### config.mk
export PLATFORM = sky130hd
export DESIGN_NAME = tpu_sequencer_flat
export DESIGN_NICKNAME = d
export VERILOG_FILES = /design/src/rtl/tpu_sequencer_if.sv /design/src/rtl/tpu_sequencer.sv /design/src/flat_wrapper.sv
export SDC_FILE = /design/constraint.sdc
export NUM_CORES = 2
export LEC_CHECK = 0
export BUFFER_PORTS_ARGS = -buffer_cell sky130_fd_sc_hd__buf_2
export CELL_PAD_IN_SITES_DETAIL_PLACEMENT = 2
export CELL_PAD_IN_SITES_GLOBAL_PLACEMENT = 2
export CORE_MARGIN = 5
export CORE_UTILIZATION = 37
export DETAILED_ROUTE_END_ITERATION = 10
export GPL_TIMING_DRIVEN = 0
export HOLD_SLACK_MARGIN = 0.06
export PLACE_DENSITY_LB_ADDON = 0.15
export SYNTH_ARGS = -nofsm -noshare
export SYNTH_HDL_FRONTEND = slang
export SYNTH_SLANG_ARGS = --single-unit
### constraint.sdc
create_clock -name clk -period 12.19 [get_ports clk]
set_input_delay 2.438 -clock clk [delete_from_list [all_inputs] [get_ports clk]]
set_output_delay 2.438 -clock clk [all_outputs]
set_load 0.05 [all_outputs]
### src/rtl/tpu_sequencer_if.sv
// Start/result and weight-ROM bus of the two-layer inference sequencer.
// The master drives the start request, the image and the ROM data; the slave is the sequencer.
interface tpu_sequencer_if #(
  parameter int IN_N = 1024
);
  logic            ena;
  logic [IN_N-1:0] input_image;
  logic [15:0]     w_addr;
  logic [7:0]      w_data;
  logic            busy;
  logic [3:0]      num_out;
  logic            done;

  modport master (
    output ena, input_image, w_data,
    input  w_addr, busy, num_out, done
  );

  modport slave (
    input  ena, input_image, w_data,
    output w_addr, busy, num_out, done
  );
endinterface

### src/rtl/tpu_sequencer.sv
// Binary-image two-layer MLP sequencer: streams signed weights from an external ROM,
// applies a saturating ReLU to the hidden layer and reports the output argmax.
module tpu_sequencer #(
  parameter int IN_N  = 1024,
  parameter int HID_N = 32,
  parameter int OUT_N = 10
) (
  input logic           clk,
  input logic           iRst_n,
  tpu_sequencer_if.slave bus
);
  localparam int PW = $clog2(IN_N);
  localparam int HW = $clog2(HID_N);
  localparam int CW = (PW > HW) ? PW : HW;

  typedef enum logic [2:0] {IDLE, L1_RUN, L1_WB, L2_RUN, L2_WB, DONE} state_t;

  state_t                state_reg, state_next;
  logic [IN_N-1:0]       image_reg;
  logic [15:0]           h_reg [HID_N];
  logic [CW-1:0]         i_reg;
  logic [HW-1:0]         j_reg;
  logic [3:0]            k_reg;
  logic signed [31:0]    acc_reg, best_reg;
  logic [3:0]            best_idx_reg;
  logic                  acc_en_reg, pix_reg, publish_reg;
  logic [15:0]           h_sel_reg;
  logic [15:0]           w_addr_reg;
  logic                  done_reg;
  logic [3:0]            num_reg;

  logic                  layer1, last_i, last_j, last_k;
  logic signed [24:0]    prod;
  logic signed [31:0]    term, sum;
  logic [15:0]           h_new;

  assign layer1 = (state_reg == L1_RUN) || (state_reg == L1_WB);
  assign last_i = layer1 ? (i_reg == CW'(IN_N - 1)) : (i_reg == CW'(HID_N - 1));
  assign last_j = (j_reg == HW'(HID_N - 1));
  assign last_k = (k_reg == 4'(OUT_N - 1));

  // Data returns one cycle after its address, so the term added now belongs to last cycle's address.
  assign prod = $signed({{17{bus.w_data[7]}}, bus.w_data}) * $signed({9'b0, h_sel_reg});

  always_comb begin
    term = '0;
    if (acc_en_reg) begin
      if (layer1) term = pix_reg ? {{24{bus.w_data[7]}}, bus.w_data} : 32'sd0;
      else        term = {{7{prod[24]}}, prod};
    end
  end

  assign sum = acc_reg + term;

  always_comb begin
    h_new = sum[15:0];
    if (sum[31])              h_new = '0;
    else if (sum > 32'sd65535) h_new = 16'hFFFF;
  end

  always_ff @(posedge clk) begin
    if (!iRst_n) state_reg <= IDLE;
    else         state_reg <= state_next;
  end

  always_comb begin
    state_next = state_reg;
    unique case (state_reg)
      IDLE:    if (bus.ena) state_next = L1_RUN;
      L1_RUN:  if (last_i)  state_next = L1_WB;
      L1_WB:   state_next = last_j ? L2_RUN : L1_RUN;
      L2_RUN:  if (last_i)  state_next = L2_WB;
      L2_WB:   state_next = last_k ? DONE : L2_RUN;
      DONE:    if (!bus.ena) state_next = IDLE;
      default: state_next = IDLE;
    endcase
  end

  always_ff @(posedge clk) begin
    if (!iRst_n) begin
      image_reg    <= '0;
      i_reg        <= '0;
      j_reg        <= '0;
      k_reg        <= '0;
      acc_reg      <= '0;
      best_reg     <= '0;
      best_idx_reg <= '0;
      acc_en_reg   <= 1'b0;
      pix_reg      <= 1'b0;
      publish_reg  <= 1'b0;
      h_sel_reg    <= '0;
      w_addr_reg   <= '0;
      done_reg     <= 1'b0;
      num_reg      <= '0;
      for (int n = 0; n < HID_N; n++) h_reg[n] <= '0;
    end else begin
      publish_reg <= 1'b0;
      if (publish_reg) begin
        done_reg <= 1'b1;
        num_reg  <= best_idx_reg;
      end
      unique case (state_reg)
        IDLE: if (bus.ena) begin
          image_reg  <= bus.input_image;
          done_reg   <= 1'b0;
          num_reg    <= '0;
          acc_reg    <= '0;
          acc_en_reg <= 1'b0;
          i_reg      <= '0;
          j_reg      <= '0;
          k_reg      <= '0;
          w_addr_reg <= '0;
        end
        L1_RUN, L2_RUN: begin
          acc_reg    <= sum;
          acc_en_reg <= 1'b1;
          pix_reg    <= image_reg[i_reg[PW-1:0]];
          h_sel_reg  <= h_reg[i_reg[HW-1:0]];
          if (!last_i) begin
            i_reg      <= i_reg + CW'(1);
            w_addr_reg <= w_addr_reg + 16'd1;
          end
        end
        L1_WB: begin
          h_reg[j_reg] <= h_new;
          acc_reg      <= '0;
          acc_en_reg   <= 1'b0;
          i_reg        <= '0;
          j_reg        <= last_j ? '0 : j_reg + HW'(1);
          w_addr_reg   <= w_addr_reg + 16'd1;
        end
        L2_WB: begin
          // Strictly-greater replacement keeps the lowest index on ties.
          if (k_reg == 4'd0 || sum > best_reg) begin
            best_reg     <= sum;
            best_idx_reg <= k_reg;
          end
          acc_reg    <= '0;
          acc_en_reg <= 1'b0;
          i_reg      <= '0;
          if (last_k) publish_reg <= 1'b1;
          else begin
            k_reg      <= k_reg + 4'd1;
            w_addr_reg <= w_addr_reg + 16'd1;
          end
        end
        default: ;
      endcase
    end
  end

  assign bus.busy    = (state_reg == L1_RUN) || (state_reg == L1_WB) ||
                       (state_reg == L2_RUN) || (state_reg == L2_WB);
  assign bus.w_addr  = w_addr_reg;
  assign bus.done    = done_reg;
  assign bus.num_out = num_reg;
endmodule

### src/flat_wrapper.sv
// flat-port wrapper written by rule: the top's interface ports become plain ports
module tpu_sequencer_flat 
#(
  parameter int IN_N  = 1024,
  parameter int HID_N = 32,
  parameter int OUT_N = 10
)
  (clk, iRst_n, bus_ena, bus_input_image, bus_w_data, bus_w_addr, bus_busy, bus_num_out, bus_done);
  tpu_sequencer_if #(.IN_N(IN_N)) bus_i ();
  input logic clk;
  input logic iRst_n;
  input wire logic [$bits(bus_i.ena)-1:0] bus_ena;
  input wire logic [$bits(bus_i.input_image)-1:0] bus_input_image;
  input wire logic [$bits(bus_i.w_data)-1:0] bus_w_data;
  output wire logic [$bits(bus_i.w_addr)-1:0] bus_w_addr;
  output wire logic [$bits(bus_i.busy)-1:0] bus_busy;
  output wire logic [$bits(bus_i.num_out)-1:0] bus_num_out;
  output wire logic [$bits(bus_i.done)-1:0] bus_done;
  assign bus_i.ena = bus_ena;
  assign bus_i.input_image = bus_input_image;
  assign bus_i.w_data = bus_w_data;
  assign bus_w_addr = bus_i.w_addr;
  assign bus_busy = bus_i.busy;
  assign bus_num_out = bus_i.num_out;
  assign bus_done = bus_i.done;
  tpu_sequencer #(.IN_N(IN_N), .HID_N(HID_N), .OUT_N(OUT_N)) u_core (.clk(clk), .iRst_n(iRst_n), .bus(bus_i));
endmodule
== Word level (Yosys, flattened, before mapping) ==
Memory sizes are Yosys's and may differ from the RTL's. A register that Yosys moved wholly into a read port is not among the register bits.
Cells that the tools add are included.
Storage, ports and cells
  register bits after elaboration: 1138
  latch bits: 0
  memory bits (writable): 512
  memory bits (read-only): 0
  input port bits: 1035
  output and inout port bits: 22
  logic and storage cells: 108
  memories: 1
Memory list
  u_core.h_reg: words 32, width 16, rd ports 1, clocked after Yosys merged registers in 1, write ports 32, line tpu_sequencer.sv:20  | logic [15:0] h_reg [HID_N];
Cells by class
  add/sub/neg operators: 5
  $mul: 1
  divide/modulo/power cells: 0
  order comparisons: 3
  equality and inequality tests: 15
  shift operators: 0
  muxes and demuxes: 46
  bitwise logic cells: 0
  reduce and logical (&&, ||, !) cells: 23
Operators with widths (number)
  2-to-1 mux 32 bit: 4
  2-to-1 mux 16 bit: 6
  one-hot mux 32 bit (3 select lines): 1
  one-hot mux 16 bit (4 select lines): 1
  adder 32 bit: 1
  > comparator 32 x 17 -> 1 bit, second input constant: 1
  > comparator 32 bit: 1
  one-hot mux 10 bit (3 select lines): 1
  multiplier 8 x 17 -> 25 bit: 1
  2-to-1 mux 10 bit: 2
  2-to-1 mux 4 bit: 5
  one-hot mux 3 bit (6 select lines): 1
  adder 16 x 1 -> 16 bit, second input constant: 1
  OR reduction 16 bit: 1
  2-to-1 mux 3 bit: 5
  2-to-1 mux 5 bit: 3
  2-to-1 mux 1 bit: 12
  < comparator 10 x 11 -> 1 bit, second input constant: 1
  adder 10 x 1 -> 10 bit, second input constant: 1
  binary-select mux 1 bit (select 10 bit): 1
  == test 10 bit, second input constant: 1
  == test 10 x 5 -> 1 bit, second input constant: 1
  one-hot mux 5 bit (2 select lines): 1
  AND reduction 2 bit: 5
  other kinds (22): 35

== Logic depth before layout (Yosys ltp) ==
  word-level depth: 9
  gate-level depth with buffers: 44
  depth with buffers taken out: 39

== Worst setup path before layout ==
No wires, ideal clock.
  path kind: input to register
  start point: in bus_w_data[7]
  end point: reg u_core.best_reg[23]
  setup time: 0.133 ns
  arrival time: 11.302 ns
  data required time: 12.057 ns
  slack: 0.755 ns
  stages: 42
  path buffers: 6
  cell sequence: inv_1 clkbuf_1 fa_1 fa_1 inv_1 fa_1 inv_1 fa_1 inv_1 ha_1 inv_1 o21ai_0 a31oi_1 o211a_1 o21ai_0 nand2_1 xor2_1 a21oi_1 [6 not listed] a21oi_1 o211a_1 nor3_1 clkbuf_1 clkbuf_1 buf_4 inv_1 ha_1 nand3_1 nor3_1 nand4_1 or4_1 or4b_1 o31ai_1 a31oi_1 buf_2 buf_2 mux2i_1
On the way
  word-level cells in the longest chain between the ends: 7
  elaborated cells on any way between the ends: 8
  those cells by class: 1 x add/sub; 1 x mul; 1 x order compare; 3 x mux; 2 x reduce/logical
Ends and longest elaborated chain
  start: declaration: line flat_wrapper.sv:14  | input wire logic [$bits(bus_i.w_data)-1:0] bus_w_data;
  multiplier 8 x 17 -> 25 bit / 2-to-1 mux 32 bit (equally long branches): line tpu_sequencer.sv:43, tpu_sequencer.sv:48
  2-to-1 mux 32 bit (*): line tpu_sequencer.sv:48  | if (layer1) term = pix_reg ? {{24{bus.w_data[7]}}, bus.w_data} : 32'sd0;
  2-to-1 mux 32 bit (*): line tpu_sequencer.sv:47  | if (acc_en_reg) begin
  adder 32 bit (*): line tpu_sequencer.sv:53  | assign sum = acc_reg + term;
  net u_core.sum[25]: line tpu_sequencer.sv:34  | logic signed [31:0] term, sum;
  > comparator 32 bit (*): line tpu_sequencer.sv:134  | if (k_reg == 4'd0 || sum > best_reg) begin
  logical OR 1 bit (*): line tpu_sequencer.sv:134
  AND reduction 2 bit (no source line) (*)
  end signal: assignment: line tpu_sequencer.sv:135  | best_reg <= sum;
  end: declaration: line tpu_sequencer.sv:24  | logic signed [31:0] acc_reg, best_reg;
The timed path passes the listed nets; every way through them passes the cells marked *.
A chain may end at the register's enable or synchronous reset.

== Worst setup path in the final report ==
  start point: in bus_w_data[2]
  end point: reg u_core.best_idx_reg[1]
On the way
  word-level cells in the longest chain between the ends: 7
  elaborated cells on any way between the ends: 8
  those cells by class: 1 x add/sub; 1 x mul; 1 x order compare; 3 x mux; 2 x reduce/logical
Ends and longest elaborated chain
  multiplier 8 x 17 -> 25 bit / 2-to-1 mux 32 bit (equally long branches): line tpu_sequencer.sv:43, tpu_sequencer.sv:48
  2-to-1 mux 32 bit (*): line tpu_sequencer.sv:48
  2-to-1 mux 32 bit (*): line tpu_sequencer.sv:47
  adder 32 bit (*): line tpu_sequencer.sv:53
  net u_core.sum[23]: line tpu_sequencer.sv:34
  > comparator 32 bit (*): line tpu_sequencer.sv:134
  logical OR 1 bit (*): line tpu_sequencer.sv:134
  AND reduction 2 bit (no source line) (*)
  end signal: assignment: line tpu_sequencer.sv:136  | best_idx_reg <= k_reg;
  end: declaration: line tpu_sequencer.sv:25  | logic [3:0] best_idx_reg;
Marked as above.

==> tab_implementation.tex <==
\begin{tabular}{lr}
\hline
Metric & Value \\
\hline
\multicolumn{2}{l}{\textbf{Worst setup path}} \\
\quad Worst R2R Start & u\_core.h\_sel\_reg[4] \\
\quad Worst Setup SP & bus\_w\_data[2] \\
\quad Critical-path top delay cell & sky130\_fd\_sc\_hd\_\_or4\_1 \\
\quad Kind of launch point of the worst setup path & input pin \\
\quad Crit Reg-Reg Endpoint & u\_core.best\_idx\_reg[1] \\
\quad R2R setup slack & 1.63 ns \\
\quad Crit-path max cell delay & 0.57 ns \\
\quad Arr. time, crit path & 12.69 ns \\
\quad CP Data Required Time & 12.95 ns \\
\quad Critical path endpoint category & flip-flop \\
\quad Most used cell, CP & sky130\_fd\_sc\_hd\_\_fa\_1 \\
\quad R2R cell count & 39 \\
\quad Maximum fanout along the worst path & 18 \\
\quad Endpoint of the most critical setup path & u\_core.best\_idx\_reg[1] \\
\quad Path type of the worst setup path & in -> reg \\
\multicolumn{2}{l}{\textbf{Synthesis}} \\
\quad Cell type contributing the most total cell area after synthesis & sky130\_fd\_sc\_hd\_\_dfxtp\_1 \\
\quad Leading cell type by number of instances after synthesis & sky130\_fd\_sc\_hd\_\_nand2\_1 \\
\quad Biggest area contributors in the synthesized netlist & sky130\_fd\_sc\_hd\_\_dfxtp\_1 (28\%), sky130\_fd\_sc\_hd\_\_edfxtp\_1 (19\%), sky130\_fd\_sc\_hd\_\_nand2\_1 (10\%), sky130\_fd\_sc\_hd\_\_a21boi\_0 (9.6\%), sky130\_fd\_sc\_hd\_\_mux4\_2 (6.4\%) \\
\quad Number of enable flip-flop cells after synthesis & 512 \\
\quad Flip-flop and latch count after synthesis & 1666 \\
\quad Top cell type's share of synthesized area & 0.279 \\
\quad Most numerous cell types in the synthesized netlist & sky130\_fd\_sc\_hd\_\_nand2\_1 (2309), sky130\_fd\_sc\_hd\_\_dfxtp\_1 (1154), sky130\_fd\_sc\_hd\_\_a21boi\_0 (1059) \\
\quad Cell area after technology mapping & 0.0828 mm\^{}2 \\
\quad Basic-gate share of the synthesized area counting and, or, nand and nor cells & 0.138 \\
\quad Share of the yosys chip area belonging to registers & 0.465 \\
\quad Average cell area after synthesis & 9.72 um\^{}2 \\
\quad Instance count of the mapped netlist & 8523 \\
\quad Adder-cell share of the synthesized area & 0.0402 \\
\quad Count of yosys warnings during synthesis & 0 \\
\quad Area share of xor/xnor cells in the synthesized design & 0.00814 \\
\quad Synth async-reset ratio & 0 \\
\quad Netlist cell types & 81 \\
\quad Main combinational cell family by area after synthesis & compound AO/OA/AOI/OAI gates \\
\quad Dominant synthesized flop cell & sky130\_fd\_sc\_hd\_\_dfxtp\_1 \\
\quad Mapped Nets & 9771 \\
\quad Compound-gate portion of the synthesized area & 0.189 \\
\quad Multiplexer share of the synthesized area & 0.110 \\
\multicolumn{2}{l}{\textbf{Placed design}} \\
\quad Dpl hpwl & 349000 um \\
\quad Final weighted congestion in routability-driven placement & 0.971 \\
\quad PortBufs & 1055 \\
\quad Cell area after placement & 0.0923 mm\^{}2 \\
\multicolumn{2}{l}{\textbf{Timing}} \\
\quad Worst-case hold slack & 0.460 ns \\
\quad Final total negative setup slack & 0 ns \\
\quad Final Max Slew Viols & 43 \\
\quad Hold Vio Cnt, Final & 0 \\
\quad Clock Skews & 0.0549 ns \\
\quad Count of final setup violators & 0 \\
\quad Least-Margin Pin Slew & 1.60 ns \\
\quad Max-slew headroom & -0.0665 \\
\quad Period minus WS final & 11.94 ns \\
\quad Portion of the clock cycle consumed by the worst path in the final layout & 0.979 \\
\quad Maximum clock frequency & 0.0838 GHz \\
\multicolumn{2}{l}{\textbf{Clock network}} \\
\quad Num CTS Buffers & 191 \\
\quad Count of clock tree sinks & 1666 \\
\quad CTS root buffer & sky130\_fd\_sc\_hd\_\_clkbuf\_16 \\
\quad Largest buffer count on any clock path & 3 \\
\quad CTS H-tree depth & 4 \\
\quad Worst-Skew Late Latency & 0.87 ns \\
\quad CTS tree & built \\
\quad Clk pin slew, worst setup/hold paths & 0.06 ns \\
\multicolumn{2}{l}{\textbf{Floorplan}} \\
\quad Die outline height & 483 um \\
\quad Standard-cell row count & 173 \\
\quad Starting density of the core & 0.372 \\
\quad Area of the die & 0.233 mm\^{}2 \\
\quad Die width & 483 um \\
\quad Boundary pin count & 1057 \\
\quad Area of the core & 0.223 mm\^{}2 \\
\multicolumn{2}{l}{\textbf{Route}} \\
\quad Number of vias after detailed routing & 77737 \\
\quad Detailed-router iteration count before antenna repair & 6 \\
\quad DRC violation count after routing & 0 \\
\quad Number of design-rule violations left by the first detailed-router iteration & 6868 \\
\quad Vias per cell & 5.94 \\
\quad Routed wire length & 447000 um \\
\quad Wirelength per Cell & 34.2 um \\
\quad Antenna viol nets, final & 0 \\
\multicolumn{2}{l}{\textbf{Flow run}} \\
\quad Number of max-capacitance violations reported & 5 \\
\multicolumn{2}{l}{\textbf{GRT}} \\
\quad Wire length of the first global-routing pass & 618000 um \\
\quad Via count of the first global-routing pass & 81704 \\
\quad Final global-route overflow total & 0 \\
\quad Largest net degree at the start of global routing & 19 \\
\quad Initial antenna violation count & 222 \\
\quad Total track usage & 0.366 \\
\multicolumn{2}{l}{\textbf{Min path}} \\
\quad Worst min-delay path class & reg -> reg \\
\multicolumn{2}{l}{\textbf{Run status}} \\
\quad Result of the run & finished with violations \\
\quad Failing checks & capacitance limit, slew limit \\
\multicolumn{2}{l}{\textbf{Cells and area}} \\
\quad Flip-flop count of the largest register, all copies and words added & 1024 \\
\quad Net total in the final layout & 11052 \\
\quad Share of cells above drive strength 1 & 0.192 \\
\quad Area added between synthesis and finish & 20.0\% \\
\quad Final core occ & 0.447 \\
\quad Total non-filler cell area in the finished layout & 0.0994 mm\^{}2 \\
\multicolumn{2}{l}{\textbf{Pwr}} \\
\quad VDD IR max & 136 uV \\
\quad Total power divided by cell area & 148 mW/mm\^{}2 \\
\quad Leakage component of the power & 37.0 nW \\
\quad Total Power & 14.7 mW \\
\hline
\end{tabular}
final cells by class:
cell class	count	area, um^2
fillers	24041	123000
multi-input cells	5892	40500
flip-flops and latches	1666	38500
repair buffers	1091	5760
clock buffers	273	5530
well taps	2975	3720
plain buffers	777	3520
clock inverters	81	733
inverters	185	698
diodes	149	373
cells by family (layout without fill, tap and decap cells):
group / after synthesis / in the layout
xor gates and xnor gates: 73 / 73
DFF: 1666 / 1666
other: 0 / 149
AOI/OAI and AO/OA: 2219 / 2219
muxes: 620 / 620
and+or+nand+nor: 2765 / 2765
buffers and inverters: 965 / 2407
adders and majority gates: 215 / 215
report_power, final:
group | total (mW) | internal [mW] | leakage, nW | switching, mW
registers | 6.12 | 5.97 | 14.6 | 0.150
logic | 2.67 | 0.830 | 19.3 | 1.84
clock network | 5.93 | 3.36 | 3.11 | 2.56
timing repair:
action	in CTS	in global routing
endpoints found under the hold margin	0	0
gates resized for setup	54	25
pin swaps	5	10
setup buffers	2	4
hold buffers	0	0
endpoints found under the setup margin	74	36
worst max-delay path, delay by kind of cell:
family,cells,cell delay [ns]
fa+ha+maj,7,3.07
buf+inv,9,1.65
mux,1,0.20
compound gates,15,3.07
simple gates,7,2.00
xor+xnor,1,0.23
layer usage:
metal,up-vias,wire (um),global-route usage
met5,-,219,0
met4,34,33300,0.241
met3,1007,30700,0.0648
met2,3413,213000,0.604
met1,40222,171000,0.439
li1,33061,-,-
metrics by stage:
step / setup slack [ns] / instances
floorplan: 0.755 / 8523
global placement: -3.28 / 12553
detailed placement: -3.42 / 12581
CTS: 0.0146 / 12935
global route: -0.0621 / 13036
finish: 0.254 / 13089
placed cells by master (no fill, tap or decap), types with 86 or more instances in the layout:
cell type / count
sky130_fd_sc_hd__mux2i_1: 385
sky130_fd_sc_hd__a31oi_1: 522
sky130_fd_sc_hd__fa_1: 86
sky130_fd_sc_hd__inv_1: 183
sky130_fd_sc_hd__a21boi_0: 1059
sky130_fd_sc_hd__clkbuf_16: 198
sky130_fd_sc_hd__nor2_1: 113
sky130_fd_sc_hd__a21oi_1: 114
sky130_fd_sc_hd__edfxtp_1: 512
sky130_fd_sc_hd__clkbuf_1: 579
sky130_fd_sc_hd__buf_2: 1179
sky130_fd_sc_hd__dfxtp_1: 1154
sky130_fd_sc_hd__o221ai_1: 171
sky130_fd_sc_hd__diode_2: 149
sky130_fd_sc_hd__mux4_2: 234
sky130_fd_sc_hd__ha_1: 122
sky130_fd_sc_hd__and2_1: 103
sky130_fd_sc_hd__nand2_1: 2309
how the worst min path moves through the flow:
| stage | slack, ns | depth (start not counted) | to | startpoint |
|---|---|---|---|---|
| after floorplan | 0.43 | 2 | u_core.best_idx_reg[0] | u_core.best_idx_reg[0] |
| after global placement | 0.44 | 2 | u_core.best_reg[10] | u_core.best_reg[10] |
| after detailed placement | 0.46 | 2 | u_core.best_reg[31] | u_core.best_reg[31] |
| after global routing | 0.47 | 2 | u_core.image_reg[418] | u_core.image_reg[418] |
| after CTS | 0.47 | 2 | u_core.best_reg[5] | u_core.best_reg[5] |
| final | 0.46 | 2 | u_core.best_reg[5] | u_core.best_reg[5] |
(Power assumes the default switching activity.)
